**config.mk**
```make
export PLATFORM = sky130hd
export DESIGN_NAME = alu_mc
export DESIGN_NICKNAME = d
export VERILOG_FILES = /design/src/rtl/alu_pkg.sv /design/src/rtl/seq_muldiv.sv /design/src/rtl/alu_mc.sv
export SDC_FILE = /design/constraint.sdc
export NUM_CORES = 1
export LEC_CHECK = 0
export CAP_MARGIN = 20
export CORE_AREA = 3 3 186 188
export DETAILED_ROUTE_END_ITERATION = 16
export DIE_AREA = 0 0 189 191
export GPL_TIMING_DRIVEN = 0
export MAX_ROUTING_LAYER = met4
export SKIP_CTS_REPAIR_TIMING = 1
export SYNTH_ARGS = -nofsm -noshare
export SYNTH_HDL_FRONTEND = slang
export SYNTH_SLANG_ARGS = --single-unit
```
**constraint.sdc**
```tcl
create_clock -name clk -period 9.1 [get_ports clk]
set_input_delay 0.91 -clock clk [delete_from_list [all_inputs] [get_ports clk]]
set_output_delay 0.91 -clock clk [all_outputs]
set_load 0.02 [all_outputs]
```
**src/rtl/alu_pkg.sv**
```systemverilog
// Shared encodings for alu_mc: opcodes, branch conditions, FSM states and the branch evaluator.
package alu_pkg;

    localparam logic [3:0] OP_SLL = 4'b0100;
    localparam logic [3:0] OP_ROL = 4'b0101;
    localparam logic [3:0] OP_SRL = 4'b0110;
    localparam logic [3:0] OP_SRA = 4'b0111;
    localparam logic [3:0] OP_AND = 4'b1000;
    localparam logic [3:0] OP_OR  = 4'b1001;
    localparam logic [3:0] OP_XOR = 4'b1010;
    localparam logic [3:0] OP_NOR = 4'b1011;

    localparam logic [4:0] OP_MUL  = 5'b10000;
    localparam logic [4:0] OP_MULH = 5'b10001;
    localparam logic [4:0] OP_DIV  = 5'b10010;
    localparam logic [4:0] OP_REM  = 5'b10011;

    localparam logic [2:0] BR_NEVER  = 3'b000;
    localparam logic [2:0] BR_EQ     = 3'b001;
    localparam logic [2:0] BR_NE     = 3'b010;
    localparam logic [2:0] BR_LT     = 3'b011;
    localparam logic [2:0] BR_GE     = 3'b100;
    localparam logic [2:0] BR_LTU    = 3'b101;
    localparam logic [2:0] BR_GEU    = 3'b110;
    localparam logic [2:0] BR_ALWAYS = 3'b111;

    typedef enum logic [2:0] {IDLE, EXEC1, MUL, DIV, DONE} state_t;

    function automatic logic br_eval(input logic [2:0] br, input logic eq,
                                     input logic lt, input logic ltu);
        logic res;
        case (br)
            BR_NEVER: res = 1'b0;
            BR_EQ:    res = eq;
            BR_NE:    res = !eq;
            BR_LT:    res = lt;
            BR_GE:    res = !lt;
            BR_LTU:   res = ltu;
            BR_GEU:   res = !ltu;
            default:  res = 1'b1;
        endcase
        return res;
    endfunction

endpackage

```
**src/rtl/seq_muldiv.sv**
```systemverilog
// Iterative unsigned multiply (shift-add) / restoring divide, one bit per cycle.
// The 2*WIDTH accumulator holds {high, low} for MUL and {remainder, quotient} for DIV.
module seq_muldiv
    import alu_pkg::*;
#(
    parameter int unsigned WIDTH = 16
) (
    input  logic             clk,
    input  logic             rst,
    input  logic             i_start,
    input  logic             i_run,
    input  logic             i_div,
    input  logic [WIDTH-1:0] i_a,
    input  logic [WIDTH-1:0] i_b,
    output logic             o_done_c,
    output logic [WIDTH-1:0] o_lo_c,
    output logic [WIDTH-1:0] o_hi_c
);

    localparam int unsigned SHW = $clog2(WIDTH);
    localparam int unsigned CW  = SHW + 1;

    logic [2*WIDTH-1:0] r_acc;
    logic [2*WIDTH-1:0] w_acc_nxt;
    logic [WIDTH-1:0]   r_opb;
    logic [CW-1:0]      r_cnt;
    logic [WIDTH:0]     w_sum;
    logic [WIDTH:0]     w_diff;

    // One iteration step; diff bit WIDTH set means the trial subtraction went negative.
    always_comb begin
        w_sum     = {1'b0, r_acc[2*WIDTH-1:WIDTH]} + {1'b0, r_opb};
        w_diff    = r_acc[2*WIDTH-1:WIDTH-1] - {1'b0, r_opb};
        w_acc_nxt = r_acc;
        if (i_div) begin
            if (!w_diff[WIDTH]) begin
                w_acc_nxt = {w_diff[WIDTH-1:0], r_acc[WIDTH-2:0], 1'b1};
            end else begin
                w_acc_nxt = {r_acc[2*WIDTH-2:0], 1'b0};
            end
        end else if (r_acc[0]) begin
            w_acc_nxt = {w_sum, r_acc[WIDTH-1:1]};
        end else begin
            w_acc_nxt = {1'b0, r_acc[2*WIDTH-1:1]};
        end
    end

    always_ff @(posedge clk or posedge rst) begin
        if (rst) begin
            r_acc <= '0;
            r_opb <= '0;
            r_cnt <= '0;
        end else if (i_start) begin
            r_acc <= {{WIDTH{1'b0}}, i_a};
            r_opb <= i_b;
            r_cnt <= '0;
        end else if (i_run) begin
            r_acc <= w_acc_nxt;
            if (r_cnt != CW'(WIDTH)) begin
                r_cnt <= r_cnt + CW'(1);
            end
        end
    end

    assign o_done_c = i_run && (r_cnt == CW'(WIDTH - 1));
    assign o_lo_c   = w_acc_nxt[WIDTH-1:0];
    assign o_hi_c   = w_acc_nxt[2*WIDTH-1:WIDTH];

endmodule

```
**src/rtl/alu_mc.sv**
```systemverilog
// Handshaked ALU: single-cycle shift/logic/add ops plus iterative MUL/DIV, with branch compare.
module alu_mc
    import alu_pkg::*;
#(
    parameter int unsigned WIDTH = 16,
    parameter int unsigned SHW   = $clog2(WIDTH)
) (
    input  logic             clk,
    input  logic             rst,
    input  logic             in_valid,
    output logic             in_ready,
    input  logic [4:0]       op,
    input  logic [2:0]       br,
    input  logic [WIDTH-1:0] a,
    input  logic [WIDTH-1:0] b,
    output logic             out_valid,
    input  logic             out_ready,
    output logic [WIDTH-1:0] result,
    output logic             check,
    output logic             div_zero
);

    state_t             r_state;
    state_t             w_state_nxt;
    logic [WIDTH-1:0]   r_a;
    logic [WIDTH-1:0]   r_b;
    logic [4:0]         r_op;
    logic [WIDTH-1:0]   r_result;
    logic               r_in_ready;
    logic               r_out_valid;
    logic               r_check;
    logic               r_div_zero;
    logic               w_accept;
    logic               w_is_mc;
    logic               w_is_div;
    logic               w_dz;
    logic               w_start;
    logic               w_run;
    logic               w_run_div;
    logic               w_md_done;
    logic               w_br;
    logic [WIDTH-1:0]   w_md_lo;
    logic [WIDTH-1:0]   w_md_hi;
    logic [WIDTH-1:0]   w_single;
    logic [SHW-1:0]     w_sh;
    logic [2*WIDTH-1:0] w_rol;

    assign w_accept  = in_valid && (r_state == IDLE);
    assign w_is_mc   = (op[4:2] == OP_MUL[4:2]);
    assign w_is_div  = (op[4:1] == OP_DIV[4:1]);
    assign w_dz      = w_is_div && (b == '0);
    assign w_run     = (r_state == MUL) || (r_state == DIV);
    assign w_run_div = (r_state == DIV);
    assign w_br      = br_eval(br, a == b, $signed(a) < $signed(b), a < b);

    always_ff @(posedge clk or posedge rst) begin
        if (rst) begin
            r_state <= IDLE;
        end else begin
            r_state <= w_state_nxt;
        end
    end

    // Divide by zero skips iteration entirely and lands in DONE on the accept edge.
    always_comb begin
        w_state_nxt = r_state;
        w_start     = 1'b0;
        case (r_state)
            IDLE: begin
                if (in_valid) begin
                    if (w_dz) begin
                        w_state_nxt = DONE;
                    end else if (w_is_mc) begin
                        w_state_nxt = w_is_div ? DIV : MUL;
                        w_start     = 1'b1;
                    end else begin
                        w_state_nxt = EXEC1;
                    end
                end
            end
            EXEC1:    w_state_nxt = DONE;
            MUL, DIV: if (w_md_done) w_state_nxt = DONE;
            DONE:     if (out_ready) w_state_nxt = IDLE;
            default:  w_state_nxt = IDLE;
        endcase
    end

    assign w_sh  = r_b[SHW-1:0];
    assign w_rol = {r_a, r_a} << w_sh;

    // Single-cycle datapath on the latched operands; reserved multi-cycle codes yield 0.
    always_comb begin
        w_single = '0;
        casez (r_op[3:0])
            OP_SLL:  w_single = r_a << w_sh;
            OP_ROL:  w_single = w_rol[2*WIDTH-1:WIDTH];
            OP_SRL:  w_single = r_a >> w_sh;
            OP_SRA:  w_single = WIDTH'($signed(r_a) >>> w_sh);
            OP_AND:  w_single = r_a & r_b;
            OP_OR:   w_single = r_a | r_b;
            OP_XOR:  w_single = r_a ^ r_b;
            OP_NOR:  w_single = ~(r_a | r_b);
            4'b11?0: w_single = r_a + r_b;
            4'b11?1: w_single = r_a + ~r_b + WIDTH'(1);
            default: w_single = '0;
        endcase
        if (r_op[4]) begin
            w_single = '0;
        end
    end

    seq_muldiv #(.WIDTH(WIDTH)) u_muldiv (
        .clk      (clk),
        .rst      (rst),
        .i_start  (w_start),
        .i_run    (w_run),
        .i_div    (w_run_div),
        .i_a      (a),
        .i_b      (b),
        .o_done_c (w_md_done),
        .o_lo_c   (w_md_lo),
        .o_hi_c   (w_md_hi)
    );

    always_ff @(posedge clk or posedge rst) begin
        if (rst) begin
            r_a         <= '0;
            r_b         <= '0;
            r_op        <= '0;
            r_result    <= '0;
            r_check     <= 1'b0;
            r_div_zero  <= 1'b0;
            r_in_ready  <= 1'b1;
            r_out_valid <= 1'b0;
        end else begin
            r_in_ready  <= (w_state_nxt == IDLE);
            r_out_valid <= (w_state_nxt == DONE);
            if (w_accept) begin
                r_a        <= a;
                r_b        <= b;
                r_op       <= op;
                r_check    <= w_br;
                r_div_zero <= w_dz;
                if (w_dz) begin
                    r_result <= (op == OP_REM) ? a : '1;
                end
            end
            if (r_state == EXEC1) begin
                r_result <= w_single;
            end
            if (w_md_done) begin
                r_result <= ((r_op == OP_MULH) || (r_op == OP_REM)) ? w_md_hi : w_md_lo;
            end
        end
    end

    assign in_ready  = r_in_ready;
    assign out_valid = r_out_valid;
    assign result    = r_result;
    assign check     = r_check;
    assign div_zero  = r_div_zero;

endmodule

```
==> impl_metrics.env, run 1 <==
export IMPL_status="finished clean"
export IMPL_hold_start="check"
export IMPL_path_buf_inv=3
export IMPL_drc=0
export IMPL_ys_seq_area_share_pct=24.5
export IMPL_die_y_um=191
export IMPL_end_kind="flop"
export IMPL_final_layout_size_suffix_gt1_share_pct=7.22
export IMPL_syn_area_mm2=0.0115
export IMPL_dieWidth_um=189
export IMPL_fin_crit_ns=4.74
export IMPL_r2r_start="r_b[2]"
export IMPL_p_sw_uw=3250
export IMPL_rsz0062_at_grt="false"
export IMPL_place_worst_setup_slack_ns=4.40
export IMPL_clockBufferDepth=2
export IMPL_min_to="check"
export IMPL_syn_avg_cell_area_um2=8.09
export IMPL_grt_pass1_wl_mm=72.9
export IMPL_crit_slowest_cell="a2111oi_0"
export IMPL_postPlaceCellArea_mm2=0.0128
export IMPL_synth_area_leaders="dfrtp_1 (24%), ha_1 (11%), o21ai_0 (6.2%)"
export IMPL_nFillCells=3463
export IMPL_drv_cap=0
export IMPL_final_util_pct=40.1
export IMPL_coreArea_mm2=0.0333
export IMPL_viasPerCell=5.97
export IMPL_vias=11764
export IMPL_hp_class="flop to flop"
export IMPL_async_flop_share_pct=100
export IMPL_place_congestion=0.972
export IMPL_path_class="flop to flop"
export IMPL_rr_endpoint="result[9]"
export IMPL_max_freq_mhz=211
export IMPL_leakage_uw=0.00553
export IMPL_antenna_found_initial=0
export IMPL_cts_clk_slew_worst_paths_ns=0.06
export IMPL_groute_usage_overall_pct=27.3
export IMPL_pwr_share_clk_pct=10.8
export IMPL_grtUsageMet2_pct=45.6
export IMPL_ys_warn_count=0
export IMPL_cp_arrival_ns=5.05
export IMPL_ir_drop_uv=218
export IMPL_num_antenna_cells=0
export IMPL_setup_tns_final_ns=0
export IMPL_final_nets=1659
export IMPL_combPwrFrac_pct=71.6
export IMPL_worstHoldPathCells=2
export IMPL_first_pass_iters=5
export IMPL_finalSetupViolations=0
export IMPL_synth_edf_count=0
export IMPL_ys_ff_latch=113
export IMPL_worstSkewPairLatency_ns=0.43
export IMPL_r2r_cells=13
export IMPL_hold_viol_final=0
export IMPL_drt_total_wl_mm=48.5
export IMPL_synthCells=1426
export IMPL_busiest_layer="met2"
export IMPL_seqPwrFrac_pct=17.6
export IMPL_cts_root_buf="clkbuf_16"
export IMPL_path_cells="inv_1 > clkbuf_1 > clkbuf_1 > ha_1 > o21ai_0 > o21bai_1 > a2111oi_0 > nor2_1 > a211oi_1 > o32ai_1 > xnor2_1 > and3_1 > or3_1"
export IMPL_start_kind="flop"
export IMPL_cp_required_ns=9.40
export IMPL_met3_usage_pct=2.22
export IMPL_cts_sinks=113
export IMPL_intPower_uw=2780
export IMPL_whs_ns=0.540
export IMPL_synth_distinct_cells=76
export IMPL_start_util_pct=34.7
export IMPL_final_cell_area_mm2=0.0133
export IMPL_maxSlewHeadroom_pct=25.9
export IMPL_numCtsBuffers=17
export IMPL_power_density_mw_per_mm2=453
export IMPL_yosysTopAreaCellShare_pct=24.3
export IMPL_synth_top_area_cell="dfrtp_1"
export IMPL_layout_setup_ws_ns=4.36
export IMPL_dp_final_hpwl_mm=38.0
export IMPL_mappedNetlistNets=1575
export IMPL_fin_skew_ns=0.0123
export IMPL_slew_viol_final=0
export IMPL_grt_pass1_vias=11652
export IMPL_detail_route_antenna_nets=0
export IMPL_grt_overflow=0
export IMPL_ys_flop_type="dfrtp_1"
export IMPL_timing_final_crit_share_pct=52.1
export IMPL_reg2reg_slack_ns=4.36
export IMPL_cts_htree_levels=4
export IMPL_area_growth_pct=15.6
export IMPL_slowest_delay_ns=0.99
export IMPL_drtIter0Drc=948
export IMPL_portBuffers=63
export IMPL_switching_share_pct=53.9
export IMPL_path_max_fanout=11
export IMPL_io_pins=64
export IMPL_die_area_mm2=0.0361
export IMPL_cts_tree="yes"
export IMPL_row_count=67
export IMPL_grt_use_met1_pct=34.0
export IMPL_crit_family="compound AO/OA/AOI/OAI gates"
export IMPL_tightest_slew_ns=1.08
export IMPL_grt_max_degree=86
export IMPL_yosys_top_cells_count="nor2_1 (142), o21ai_0 (142), nand2_1 (124)"
export IMPL_crit_top_cell="clkbuf_1"
export IMPL_wire_per_inst_um=24.6
## area by class of cell
| cell class | count | area, µm² | share of cell area (%) |
|---|---|---|---|
| Multi-Input combinational cell | 1130 | 8010 | 60.0 |
| Clock buffer | 19 | 453 | 3.40 |
| Inverter | 92 | 350 | 2.63 |
| Buffer | 91 | 363 | 2.72 |
| Timing Repair Buffer | 65 | 663 | 4.97 |
| Clock inverter | 13 | 111 | 0.835 |
| Tap cell | 448 | 561 | 4.20 |
| Sequential cell | 113 | 2830 | 21.2 |
## power groups by stage
| stage | sequential (µW) | combinational [µW] | clock (µW) |
|---|---|---|---|
| after floorplan | 969 | 2970 | 0 |
| after global routing | 1090 | 4710 | 683 |
| after detailed placement | 1060 | 4230 | 0 |
| after CTS | 1050 | 4270 | 660 |
| after global placement | 1050 | 4230 | 0 |
| final | 1060 | 4330 | 653 |
## cell usage in the layout, fill, tap and decap left out, types with 8 or more instances in the layout
cell             count
nor2_1             142
o21ai_0            142
nand2_1            124
dfrtp_1            112
ha_1               101
a21oi_1             97
inv_1               89
clkbuf_1            69
mux2i_1             68
clkdlybuf4s50_1     63
xnor2_1             32
a211oi_1            27
o22ai_1             24
xor2_1              22
mux4_2              22
nor3_1              21
nand3_1             20
mux2_2              20
nor2b_1             17
clkbuf_16           17
a221o_1             16
a21o_1              15
o211ai_1            14
a211o_1             13
or3_1               13
nand2b_1            12
buf_2               12
a31oi_1             12
buf_1               10
nor4_1              10
o31ai_1              9
and3_1               8
o221ai_1             8
a2111oi_0            8
o21a_1               8
## worst max path at each step
stage,from,to,slack [ns],cells after the start
after detailed placement,b[2],result[14],4.40,11
after global routing,r_b[2],result[9],4.22,13
after CTS,r_b[2],result[9],4.38,13
after floorplan,rst,check,5.20,1
after global placement,rst,r_op[1],3.12,2
final,r_b[2],result[9],4.36,13
## worst reg2reg max path, cell delays in order (launching register included)
cell	delay (ns)
dfrtp_1	0.48
inv_1	0.10
clkbuf_1	0.41
clkbuf_1	0.54
ha_1	0.45
o21ai_0	0.20
o21bai_1	0.12
a2111oi_0	0.99
nor2_1	0.17
a211oi_1	0.29
o32ai_1	0.14
xnor2_1	0.19
and3_1	0.20
or3_1	0.34
## sequential cells by signal (all words and copies together), names as in the netlist
name / count
u_muldiv.r_acc: 32
r_a: 16
r_b: 16
result: 16
u_muldiv.r_opb: 16
r_op: 5
u_muldiv.r_cnt: 5
r_state: 3
check: 1
div_zero: 1
in_ready: 1
out_valid: 1
## metal layers
layer / vias up / share of wire [%]
met5: - / 0
li1: 5355 / -
met2: 501 / 48
met4: 0 / 4.7
met3: 122 / 5.6
met1: 5786 / 41
## cell families (layout without fill, tap and decap cells)
| logic type | count (synthesis) | in the layout | synth area share, % |
|---|---|---|---|
| buf+inv | 183 | 280 | 6.14 |
| mux | 110 | 110 | 12.1 |
| compound gates | 456 | 456 | 25.4 |
| fa+ha+maj | 105 | 105 | 11.6 |
| xor+xnor | 54 | 54 | 4.10 |
| simple gates | 405 | 405 | 16.1 |
| flops | 113 | 113 | 24.5 |
## through the flow
stage / total power (µW) / std cells
2_1_floorplan: 3940 / 1426
3_5_place_dp: 5290 / 1939
6_report: 6040 / 1971
4_1_cts: 5980 / 1971
5_1_grt: 6480 / 1971
3_3_place_gp: 5280 / 1937
Note: power is estimated with default switching activity, not from simulation.
==> run 2, diff against run 1 <==
Clock period 9.1 ns to 4.7 ns, I/O delays scaled along.
==> impl_metrics.env, run 2 (same netlist as run 1, synthesis figures left out) <==
export IMPL_place_congestion=0.972
export IMPL_drv_cap=0
export IMPL_status="finished clean"
export IMPL_viasPerCell=5.98
export IMPL_maxSlewHeadroom_pct=36.6
export IMPL_end_kind="flop"
export IMPL_hold_viol_final=0
export IMPL_cts_root_buf="clkbuf_16"
export IMPL_coreArea_mm2=0.0333
export IMPL_groute_usage_overall_pct=27.3
export IMPL_place_inst=1939
export IMPL_finalSetupViolations=0
export IMPL_stdcell_count=1971
export IMPL_numCtsBuffers=17
export IMPL_largest_reg_flops=32
export IMPL_io_pins=64
export IMPL_crit_top_cell="clkbuf_1"
export IMPL_place_worst_setup_slack_ns=0.00990
export IMPL_drtIter0Drc=952
export IMPL_slew_viol_final=0
export IMPL_max_freq_mhz=222
export IMPL_ir_drop_uv=422
export IMPL_first_pass_iters=5
export IMPL_row_count=67
export IMPL_fin_skew_ns=0.0120
export IMPL_top_layer_used="met4"
export IMPL_layout_setup_ws_ns=0.190
export IMPL_detail_route_antenna_nets=0
export IMPL_grt_pass1_wl_mm=72.9
export IMPL_power_density_mw_per_mm2=877
export IMPL_start_kind="flop"
export IMPL_timing_final_crit_share_pct=96.0
export IMPL_tightest_slew_ns=0.947
export IMPL_start_util_pct=34.7
export IMPL_power_total_uw=11700
export IMPL_die_y_um=191
export IMPL_cts_sinks=113
export IMPL_area_growth_pct=15.6
export IMPL_crit_family="compound AO/OA/AOI/OAI gates"
export IMPL_route_met3_wl_mm=2.63
export IMPL_path_max_fanout=11
export IMPL_met1_length_mm=20.1
export IMPL_dp_final_hpwl_mm=38.0
export IMPL_die_area_mm2=0.0361
export IMPL_slowest_delay_ns=0.79
export IMPL_layout_common_cells="nor2_1 (142), o21ai_0 (142), nand2_1 (124)"
export IMPL_final_layout_size_suffix_gt1_share_pct=7.22
export IMPL_wire_per_inst_um=24.6
export IMPL_regMostFlops="u_muldiv.r_acc"
export IMPL_num_antenna_cells=0
export IMPL_cp_required_ns=5.01
export IMPL_cts_clk_slew_worst_paths_ns=0.06
export IMPL_leakage_uw=0.00553
export IMPL_cts_htree_levels=4
export IMPL_rsz0062_at_grt="false"
export IMPL_wl_met2_mm=23.5
export IMPL_worstSkewPairLatency_ns=0.43
export IMPL_cp_arrival_ns=4.82
export IMPL_portBuffers=63
export IMPL_hp_class="primary input to asynchronous set/reset pin"
export IMPL_grt_pass1_vias=11652
export IMPL_drt_total_wl_mm=48.5
export IMPL_final_nets=1659
export IMPL_antenna_found_initial=0
export IMPL_clockBufferDepth=2
export IMPL_path_class="flop to flop"
export IMPL_grt_overflow=0
export IMPL_path_cells="inv_1 > clkbuf_1 > clkbuf_1 > ha_1 > o21ai_0 > o21bai_1 > a2111oi_1 > nor2_1 > a211oi_1 > o32ai_1 > xnor2_1 > and3_1 > or3_1"
export IMPL_vias=11792
export IMPL_crit_slowest_cell="a2111oi_1"
export IMPL_path_buf_inv=3
export IMPL_drc=0
export IMPL_cts_tree="yes"
export IMPL_grt_max_degree=86
export IMPL_fin_crit_ns=4.51
export IMPL_dieWidth_um=189
[run 2: per-stage QoR]
step           hold slack, ns  setup TNS [ns]  area (µm²)  util (%)
4_1_cts                 0.387         -0.0232       13300      40.1
6_report                0.377               0       13300      40.1
2_1_floorplan           0.499               0       11500         -
3_3_place_gp            0.528          -91.97       12700      38.2
3_5_place_dp            0.530               0       12800      38.4
5_1_grt                 0.405               0       13300      40.1
[run 2: where the power goes]
group	internal, µW	leakage, µW	switching [µW]
clock network	753	0.000271	514
registers	1430	0.00139	626
logic	3220	0.00387	5160
[run 2: layout make-up]
type	count	area [µm²]
fill	3463	19900
buffer	91	363
sequential	113	2830
tap	448	561
clock buffer	19	453
clock inverter	13	111
multi-input combinational	1130	8010
timing repair buffer	65	663
inverter	92	350
[run 2: layer usage]
layer | vias to the layer above | track usage, %
li1 | 5358 | -
met4 | 0 | 12.3
met2 | 507 | 45.6
met5 | - | -
met3 | 119 | 2.22
met1 | 5808 | 34.0
[run 2: worst register-to-register path, stage by stage (launching register included)]
cell and delay [ns]:
dfrtp_1 0.47, inv_1 0.10, clkbuf_1 0.41, clkbuf_1 0.54, ha_1 0.45, o21ai_0 0.20
o21bai_1 0.12, a2111oi_1 0.79, nor2_1 0.16, a211oi_1 0.28, o32ai_1 0.14, xnor2_1 0.19
and3_1 0.20, or3_1 0.34
[run 2: path summary, 6_finish.rpt]
check | end | slack, ns | startpoint | cells past startpoint
min in group clk | check | 0.54 | check | 2
worst max-delay path | result[9] | 0.19 | r_b[2] | 13
max in group asynchronous | in_ready | 3.55 | rst | 3
worst min register to register | check | 0.54 | check | 2
worst max register to register | result[9] | 0.19 | r_b[2] | 13
worst min-delay path | u_muldiv.r_opb[4] | 0.38 | rst | 2
